===== src/rtl/riscv_hazard_unit_if.sv =====
// Hazard-unit bundle: ID-stage decode fields in, pipeline-register control out.
// Optional HAZARD_WB_BYPASS_EN adds the ID-stage WB bypass flags.
interface riscv_hazard_unit_if #(
    parameter int unsigned REG_AW = 5,
    parameter int unsigned CNT_W  = 16
);
    logic              hold;
    logic              id_valid;
    logic [REG_AW-1:0] id_rs1;
    logic [REG_AW-1:0] id_rs2;
    logic              id_uses_rs1;
    logic              id_uses_rs2;
    logic [REG_AW-1:0] id_rd;
    logic              id_reg_write;
    logic              id_is_load;
    logic              ex_branch_taken;

    logic              stall_if_id;
    logic              bubble_ex;
    logic              flush_if_id;
    logic              flush_id_ex;
    logic [1:0]        fwd_a_sel;
    logic [1:0]        fwd_b_sel;
    logic [CNT_W-1:0]  stall_cnt;
`ifdef HAZARD_WB_BYPASS_EN
    logic              id_wb_fwd_rs1;
    logic              id_wb_fwd_rs2;
`endif

    // Pipeline / decode side.
    modport master (
`ifdef HAZARD_WB_BYPASS_EN
        input  id_wb_fwd_rs1, id_wb_fwd_rs2,
`endif
        output hold, id_valid, id_rs1, id_rs2, id_uses_rs1, id_uses_rs2,
        output id_rd, id_reg_write, id_is_load, ex_branch_taken,
        input  stall_if_id, bubble_ex, flush_if_id, flush_id_ex,
        input  fwd_a_sel, fwd_b_sel, stall_cnt
    );

    // Hazard unit side.
    modport slave (
`ifdef HAZARD_WB_BYPASS_EN
        output id_wb_fwd_rs1, id_wb_fwd_rs2,
`endif
        input  hold, id_valid, id_rs1, id_rs2, id_uses_rs1, id_uses_rs2,
        input  id_rd, id_reg_write, id_is_load, ex_branch_taken,
        output stall_if_id, bubble_ex, flush_if_id, flush_id_ex,
        output fwd_a_sel, fwd_b_sel, stall_cnt
    );
endinterface


===== src/rtl/riscv_hazard_unit.sv =====
// Hazard controller for the five-stage RISCVCPU pipeline.
// Tracks destination registers in EX/MEM/WB, registers EX operand bypass
// selects one cycle ahead, detects load-use hazards and sequences branch flushes.
// Optional feature: define HAZARD_WB_BYPASS_EN to drive id_wb_fwd_rs1/rs2.
module riscv_hazard_unit #(
    parameter int unsigned REG_AW = 5,
    parameter int unsigned CNT_W  = 16
) (
    input  logic                 clock,
    input  logic                 reset_n,
    riscv_hazard_unit_if.slave   bus
);

    localparam logic [1:0] SelRf  = 2'b00;
    localparam logic [1:0] SelWb  = 2'b01;
    localparam logic [1:0] SelMem = 2'b10;

    typedef struct packed {
        logic              valid;
        logic [REG_AW-1:0] rd;
        logic              reg_write;
        logic              is_load;
    } slot_t;

    slot_t            ex_q, ex_d;
    slot_t            mem_q, mem_d;
    slot_t            wb_q, wb_d;
    logic [1:0]       fwd_a_q, fwd_a_d;
    logic [1:0]       fwd_b_q, fwd_b_d;
    logic [CNT_W-1:0] cnt_q, cnt_d;

    logic ex_wr, mem_wr, wb_wr;
    logic hit_ex_rs1, hit_ex_rs2, hit_mem_rs1, hit_mem_rs2;
    logic hazard, stall, flush, id_enter;
    logic [1:0] sel_a, sel_b;

    // A slot only matters for bypass/hazards when it really writes a non-x0 register.
    function automatic logic slot_writes(slot_t s);
        return s.valid & s.reg_write & (s.rd != '0);
    endfunction

    // Match ID source operands against the shadow slots and derive control.
    always_comb begin
        ex_wr  = slot_writes(ex_q);
        mem_wr = slot_writes(mem_q);
        wb_wr  = slot_writes(wb_q);

        hit_ex_rs1  = bus.id_uses_rs1 & ex_wr  & (bus.id_rs1 == ex_q.rd);
        hit_ex_rs2  = bus.id_uses_rs2 & ex_wr  & (bus.id_rs2 == ex_q.rd);
        hit_mem_rs1 = bus.id_uses_rs1 & mem_wr & (bus.id_rs1 == mem_q.rd);
        hit_mem_rs2 = bus.id_uses_rs2 & mem_wr & (bus.id_rs2 == mem_q.rd);

        hazard = ex_q.is_load & bus.id_valid & (hit_ex_rs1 | hit_ex_rs2);

        // reset_n gating keeps the outputs quiet while reset is held.
        stall    = hazard & ~bus.ex_branch_taken & ~bus.hold & reset_n;
        flush    = bus.ex_branch_taken & ~bus.hold & reset_n;
        id_enter = bus.id_valid & ~stall & ~flush;

        // Younger producer (EX slot) wins; it sits in EX/MEM when the consumer is in EX.
        sel_a = SelRf;
        if (hit_ex_rs1) begin
            sel_a = SelMem;
        end else if (hit_mem_rs1) begin
            sel_a = SelWb;
        end
        sel_b = SelRf;
        if (hit_ex_rs2) begin
            sel_b = SelMem;
        end else if (hit_mem_rs2) begin
            sel_b = SelWb;
        end
    end

    // Next-state: advance the shadow unless the pipeline is frozen.
    always_comb begin
        ex_d    = ex_q;
        mem_d   = mem_q;
        wb_d    = wb_q;
        fwd_a_d = fwd_a_q;
        fwd_b_d = fwd_b_q;
        cnt_d   = cnt_q;
        if (!bus.hold) begin
            wb_d  = mem_q;
            mem_d = ex_q;
            if (id_enter) begin
                ex_d    = '{valid: 1'b1, rd: bus.id_rd, reg_write: bus.id_reg_write,
                            is_load: bus.id_is_load};
                fwd_a_d = sel_a;
                fwd_b_d = sel_b;
            end else begin
                ex_d    = '0;
                fwd_a_d = SelRf;
                fwd_b_d = SelRf;
            end
            if (stall && (cnt_q != '1)) begin
                cnt_d = cnt_q + {{(CNT_W-1){1'b0}}, 1'b1};
            end
        end
    end

    // State registers with asynchronous clear.
    always_ff @(posedge clock or negedge reset_n) begin
        if (!reset_n) begin
            ex_q    <= '0;
            mem_q   <= '0;
            wb_q    <= '0;
            fwd_a_q <= SelRf;
            fwd_b_q <= SelRf;
            cnt_q   <= '0;
        end else begin
            ex_q    <= ex_d;
            mem_q   <= mem_d;
            wb_q    <= wb_d;
            fwd_a_q <= fwd_a_d;
            fwd_b_q <= fwd_b_d;
            cnt_q   <= cnt_d;
        end
    end

    assign bus.stall_if_id = stall;
    assign bus.bubble_ex   = stall;
    assign bus.flush_if_id = flush;
    assign bus.flush_id_ex = flush;
    assign bus.fwd_a_sel   = fwd_a_q;
    assign bus.fwd_b_sel   = fwd_b_q;
    assign bus.stall_cnt   = cnt_q;

`ifdef HAZARD_WB_BYPASS_EN
    // Flag an operand whose only live producer is in WB, so ID can bypass the stale read.
    always_comb begin
        bus.id_wb_fwd_rs1 = bus.id_uses_rs1 & wb_wr & (bus.id_rs1 == wb_q.rd) &
                            ~hit_ex_rs1 & ~hit_mem_rs1;
        bus.id_wb_fwd_rs2 = bus.id_uses_rs2 & wb_wr & (bus.id_rs2 == wb_q.rd) &
                            ~hit_ex_rs2 & ~hit_mem_rs2;
    end
`endif

    // Load flags past EX and (without WB bypass) the whole WB slot are bookkeeping only.
    logic unused_shadow;
    assign unused_shadow = ^{mem_q.is_load, wb_q, wb_wr};

endmodule


===== src/flat_wrapper.sv =====
// flat-port wrapper written by rule: the top's interface ports become plain ports
module riscv_hazard_unit_flat 
#(
    parameter int unsigned REG_AW = 5,
    parameter int unsigned CNT_W  = 16
)
  (clock, reset_n, bus_hold, bus_id_valid, bus_id_rs1, bus_id_rs2, bus_id_uses_rs1, bus_id_uses_rs2, bus_id_rd, bus_id_reg_write, bus_id_is_load, bus_ex_branch_taken, bus_stall_if_id, bus_bubble_ex, bus_flush_if_id, bus_flush_id_ex, bus_fwd_a_sel, bus_fwd_b_sel, bus_stall_cnt);
  riscv_hazard_unit_if #(.REG_AW(REG_AW), .CNT_W(CNT_W)) bus_i ();
  input  logic clock;
  input  logic reset_n;
  input wire logic [$bits(bus_i.hold)-1:0] bus_hold;
  input wire logic [$bits(bus_i.id_valid)-1:0] bus_id_valid;
  input wire logic [$bits(bus_i.id_rs1)-1:0] bus_id_rs1;
  input wire logic [$bits(bus_i.id_rs2)-1:0] bus_id_rs2;
  input wire logic [$bits(bus_i.id_uses_rs1)-1:0] bus_id_uses_rs1;
  input wire logic [$bits(bus_i.id_uses_rs2)-1:0] bus_id_uses_rs2;
  input wire logic [$bits(bus_i.id_rd)-1:0] bus_id_rd;
  input wire logic [$bits(bus_i.id_reg_write)-1:0] bus_id_reg_write;
  input wire logic [$bits(bus_i.id_is_load)-1:0] bus_id_is_load;
  input wire logic [$bits(bus_i.ex_branch_taken)-1:0] bus_ex_branch_taken;
  output wire logic [$bits(bus_i.stall_if_id)-1:0] bus_stall_if_id;
  output wire logic [$bits(bus_i.bubble_ex)-1:0] bus_bubble_ex;
  output wire logic [$bits(bus_i.flush_if_id)-1:0] bus_flush_if_id;
  output wire logic [$bits(bus_i.flush_id_ex)-1:0] bus_flush_id_ex;
  output wire logic [$bits(bus_i.fwd_a_sel)-1:0] bus_fwd_a_sel;
  output wire logic [$bits(bus_i.fwd_b_sel)-1:0] bus_fwd_b_sel;
  output wire logic [$bits(bus_i.stall_cnt)-1:0] bus_stall_cnt;
  assign bus_i.hold = bus_hold;
  assign bus_i.id_valid = bus_id_valid;
  assign bus_i.id_rs1 = bus_id_rs1;
  assign bus_i.id_rs2 = bus_id_rs2;
  assign bus_i.id_uses_rs1 = bus_id_uses_rs1;
  assign bus_i.id_uses_rs2 = bus_id_uses_rs2;
  assign bus_i.id_rd = bus_id_rd;
  assign bus_i.id_reg_write = bus_id_reg_write;
  assign bus_i.id_is_load = bus_id_is_load;
  assign bus_i.ex_branch_taken = bus_ex_branch_taken;
  assign bus_stall_if_id = bus_i.stall_if_id;
  assign bus_bubble_ex = bus_i.bubble_ex;
  assign bus_flush_if_id = bus_i.flush_if_id;
  assign bus_flush_id_ex = bus_i.flush_id_ex;
  assign bus_fwd_a_sel = bus_i.fwd_a_sel;
  assign bus_fwd_b_sel = bus_i.fwd_b_sel;
  assign bus_stall_cnt = bus_i.stall_cnt;
  riscv_hazard_unit #(.REG_AW(REG_AW), .CNT_W(CNT_W)) u_core (.clock(clock), .reset_n(reset_n), .bus(bus_i));
endmodule

===== config.mk =====
export PLATFORM = sky130hd
export DESIGN_NAME = riscv_hazard_unit_flat
export DESIGN_NICKNAME = d
export VERILOG_FILES = /design/src/rtl/riscv_hazard_unit_if.sv /design/src/rtl/riscv_hazard_unit.sv /design/src/flat_wrapper.sv
export SDC_FILE = /design/constraint.sdc
export NUM_CORES = 1
export LEC_CHECK = 0
export ABC_AREA = 1
export BUFFER_PORTS_ARGS = -buffer_cell sky130_fd_sc_hd__buf_2
export CAP_MARGIN = 20
export CELL_PAD_IN_SITES_DETAIL_PLACEMENT = 1
export CELL_PAD_IN_SITES_GLOBAL_PLACEMENT = 1
export CORE_ASPECT_RATIO = 0.75
export CORE_MARGIN = 8
export CORE_UTILIZATION = 35
export CTS_CLUSTER_SIZE = 24
export DETAILED_ROUTE_END_ITERATION = 7
export PLACE_DENSITY_LB_ADDON = 0.05
export SLEW_MARGIN = 20
export SYNTH_ARGS = -nofsm -noshare
export SYNTH_HDL_FRONTEND = slang
export SYNTH_SLANG_ARGS = --single-unit
export TNS_END_PERCENT = 10

===== constraint.sdc =====
create_clock -name clock -period 3.7 [get_ports clock]
set_clock_uncertainty 0.15 [all_clocks]
set_input_delay 0.555 -clock clock [delete_from_list [all_inputs] [get_ports clock]]
set_output_delay 0.555 -clock clock [all_outputs]
set_load 0.03 [all_outputs]

==> impl_summary.txt <==
----------------------------------------------------
[Critical path]
  Data required time of the worst path ... 2.99 ns
  Critical Path End Type ... output pin
  Kind of launch point of the worst setup path ... input pin
  Capturing point of the worst reg2reg path ... u_core.bus.fwd_a_sel[1]
  Launch point of the worst reg-to-reg path ... u_core.ex_q[4]
  Class of the most critical setup path ... input pin to output pin
  R2R Setup Slk ... 1.48 ns
  Destination of the critical timing path ... bus_bubble_ex
  Maximum fanout encountered on the critical timing path ... 20
  Crit path DAT ... 1.90 ns
  Depth of the most critical reg-to-reg path ... 9
  Launching instance or port of the critical path ... bus_hold

[Die]
  Initial core utilization ... 0.363
  Die width ... 102 um
  Total Die Area ... 0.00817 mm^2
  Core area ... 0.00532 mm^2
  Number of rows in the core area ... 23
  Chip height ... 80.3 um
  Number of top-level design ports ... 48

[Cells and area]
  Antenna Cells ... 0
  Nets ... 321
  Growth of design area from synthesis to finish ... 19.6%
  Util after Layout ... 0.434
  Leading cell types in the layout, fill and taps excluded ... 51 x sky130_fd_sc_hd__nand2_1, 47 x sky130_fd_sc_hd__buf_2, 35 x sky130_fd_sc_hd__dfrtp_1, 34 x sky130_fd_sc_hd__inv_1, 26 x sky130_fd_sc_hd__nor2_1
  Commonest non-fill, non-tap cell in the layout ... sky130_fd_sc_hd__nand2_1
  Layout cells sized above 1 ... 0.244
  Non-filler cells in the finished layout ... 370

[Placement]
  Post-placement cell count ... 364
  Detailed placement HPWL ... 4.33 mm
  Buffers on Ports ... 47
  Final Wtd Congestion ... 0.771
  Pre-CTS setup slack ... 1.10 ns

[STA]
  Final critical path time including I/O delays and setup ... 2.60 ns
  Relative slew slack ... 0.611
  Worst Max-Slew Pin Slew ... 0.582 ns
  Final WS setup ... 1.10 ns
  Setup TNS ... 0 ns
  Number of max-slew violations in the final report ... 0
  Final Hold Viols ... 0
  Final setup violation count ... 0
  Setup repair after global routing missed its margin ... no
  Highest clock rate ... 384 MHz
  Period utilisation layout ... 0.704

[Power and ir drop]
  Leakage ... 1.21 nW
  Pwr/cell area ... 331 mW/mm^2
  Total power after layout ... 764 uW
  Largest voltage drop on the vdd net ... 0.183 mV

[CTS]
  Register clock-pin slew on the reported worst setup and hold paths ... 0.06 ns
  Cell at the root of the clock tree ... sky130_fd_sc_hd__clkbuf_8
  TritonCTS clock tree ... yes
  H-tree levels ... 2
  Clk sink count ... 35
  TritonCTS Buffers ... 5
  Number of setup buffers added after CTS ... 0
  Clock latency on the worst-skew pair ... 0.27 ns
  Number of buffers between clock root and the deepest sink ... 2
  Number of buffers added to fix hold violations after cts ... 0
  PostCTS Resize Cnt ... 0

[Global routing]
  Overall fraction of global-route tracks in use ... 0.141
  Largest net degree at the start of global routing ... 36
  Global route overflow ... 0
  Initial antenna violation count ... 0
  Global-route wire length before repair ... 8.92 mm
  Via count of the first global-routing pass ... 1730

[Route]
  Detailed-route DRC error count ... 0
  Ratio of routed vias to standard cells ... 4.60
  Post-route ant nets ... 0
  Detailed-route wire length ... 5.32 mm
  Final routed wire length divided by cell count ... 14.4 um
  Detailed-routing iteration count for the pre-antenna-repair pass ... 4
  Via total after detailed routing ... 1703
  DRC marker count from the first detailed-route iteration ... 101

[Logic synthesis]
  Sequential fraction of the synthesis area ... 0.454
  Average footprint of a synthesized cell ... 7.85 um^2
  Ranking of synthesized cells by area ... sky130_fd_sc_hd__dfrtp_1 45%, sky130_fd_sc_hd__nand2_1 9.9%, sky130_fd_sc_hd__inv_1 6.6%
  Ys Warns ... 0
  Share of the synthesized area in the top cell type ... 0.454
  Synthesized net count ... 271
  Count of unique library cells instantiated by Yosys ... 24
  Synth area leader ... sky130_fd_sc_hd__dfrtp_1
  Synth Register Bits ... 35
  Total standard cell area after synthesis ... 0.00193 mm^2
  Gate count after technology mapping ... 246

[Status]
  Result of the run ... finished clean

[Worst hold path]
  Hold/Removal Path Class ... input pin to asynchronous set/reset pin

[Job]
  Number of violations of the max-capacitance limit ... 0

----------------------------------------------------
[area by class of cell]
class | instances | area [um^2]
flip-flops and latches | 35 | 876
inverters | 40 | 150
clock buffers | 6 | 72.6
multi-input cells | 166 | 875
repair buffers | 48 | 243
fillers | 686 | 3010
well taps | 75 | 93.8
[worst min path at each step]
stage,startpoint,to,depth (start not counted)
after CTS,reset_n,u_core.ex_q[1],2
after global placement,u_core.mem_q[7],u_core.mem_q[7],2
after global routing,reset_n,u_core.ex_q[1],2
after detailed placement,u_core.mem_q[7],u_core.mem_q[7],2
final,reset_n,u_core.bus.fwd_a_sel[1],2
after floorplan,reset_n,u_core.bus.fwd_a_sel[0],0
[sequential cells by signal, summed over array words and instances, names as in the netlist]
| signal | cells |
|---|---|
| u_core.bus.stall_cnt | 16 |
| u_core.ex_q | 8 |
| u_core.mem_q | 7 |
| u_core.bus.fwd_a_sel | 2 |
| u_core.bus.fwd_b_sel | 2 |
[cells by family after synthesis]
group,share of synthesized area
DFF,0.454
adders and majority gates,0.00648
AOI/OAI and AO/OA,0.0713
xor gates and xnor gates,0.0862
and+or+nand+nor,0.289
buffers and inverters,0.0933
[report_power, final]
group	internal [mW]	switching (mW)	total, mW
clock network	0.125	0.125	0.250
registers	0.398	0.0167	0.414
logic	0.0368	0.0625	0.0993
total	0.560	0.204	0.764
[critical path, cell delays in order]
cell and delay (ns):
sky130_fd_sc_hd__buf_2 0.21, sky130_fd_sc_hd__inv_2 0.19, sky130_fd_sc_hd__nand2_1 0.10, sky130_fd_sc_hd__nor2_1 0.39
sky130_fd_sc_hd__nand2_2 0.11, sky130_fd_sc_hd__inv_2 0.12, sky130_fd_sc_hd__buf_2 0.21
[metrics by stage]
| step | hold slack [ns] | area [um^2] |
|---|---|---|
| after floorplan | 0.109 | 1930 |
| after CTS | 0.220 | 2310 |
| after global routing | 0.252 | 2310 |
| after global placement | 0.322 | 2240 |
| after detailed placement | 0.330 | 2240 |
| final | 0.202 | 2310 |
[Yosys cell counts (all sizes together)]
| cell | n |
|---|---|
| o21ai | 16 |
| clkbuf | 2 |
| xnor2 | 8 |
| nand2 | 54 |
| a21oi | 4 |
| ha | 1 |
| o22ai | 6 |
| nand4 | 5 |
| nor2 | 28 |
| inv | 40 |
| buf | 3 |
| or2 | 2 |
| nand3 | 23 |
| nor3 | 7 |
| xor2 | 11 |
| nor4 | 1 |
| dfrtp | 35 |
[metal layers]
layer | track usage | part of all wire
met1 | 0.220 | 0.57
met5 | 0 | 0
met3 | 0.0397 | 0.052
met2 | 0.182 | 0.38
met4 | 0.0267 | 0.0036
No activity file was read; power rests on OpenSTA's default activity.
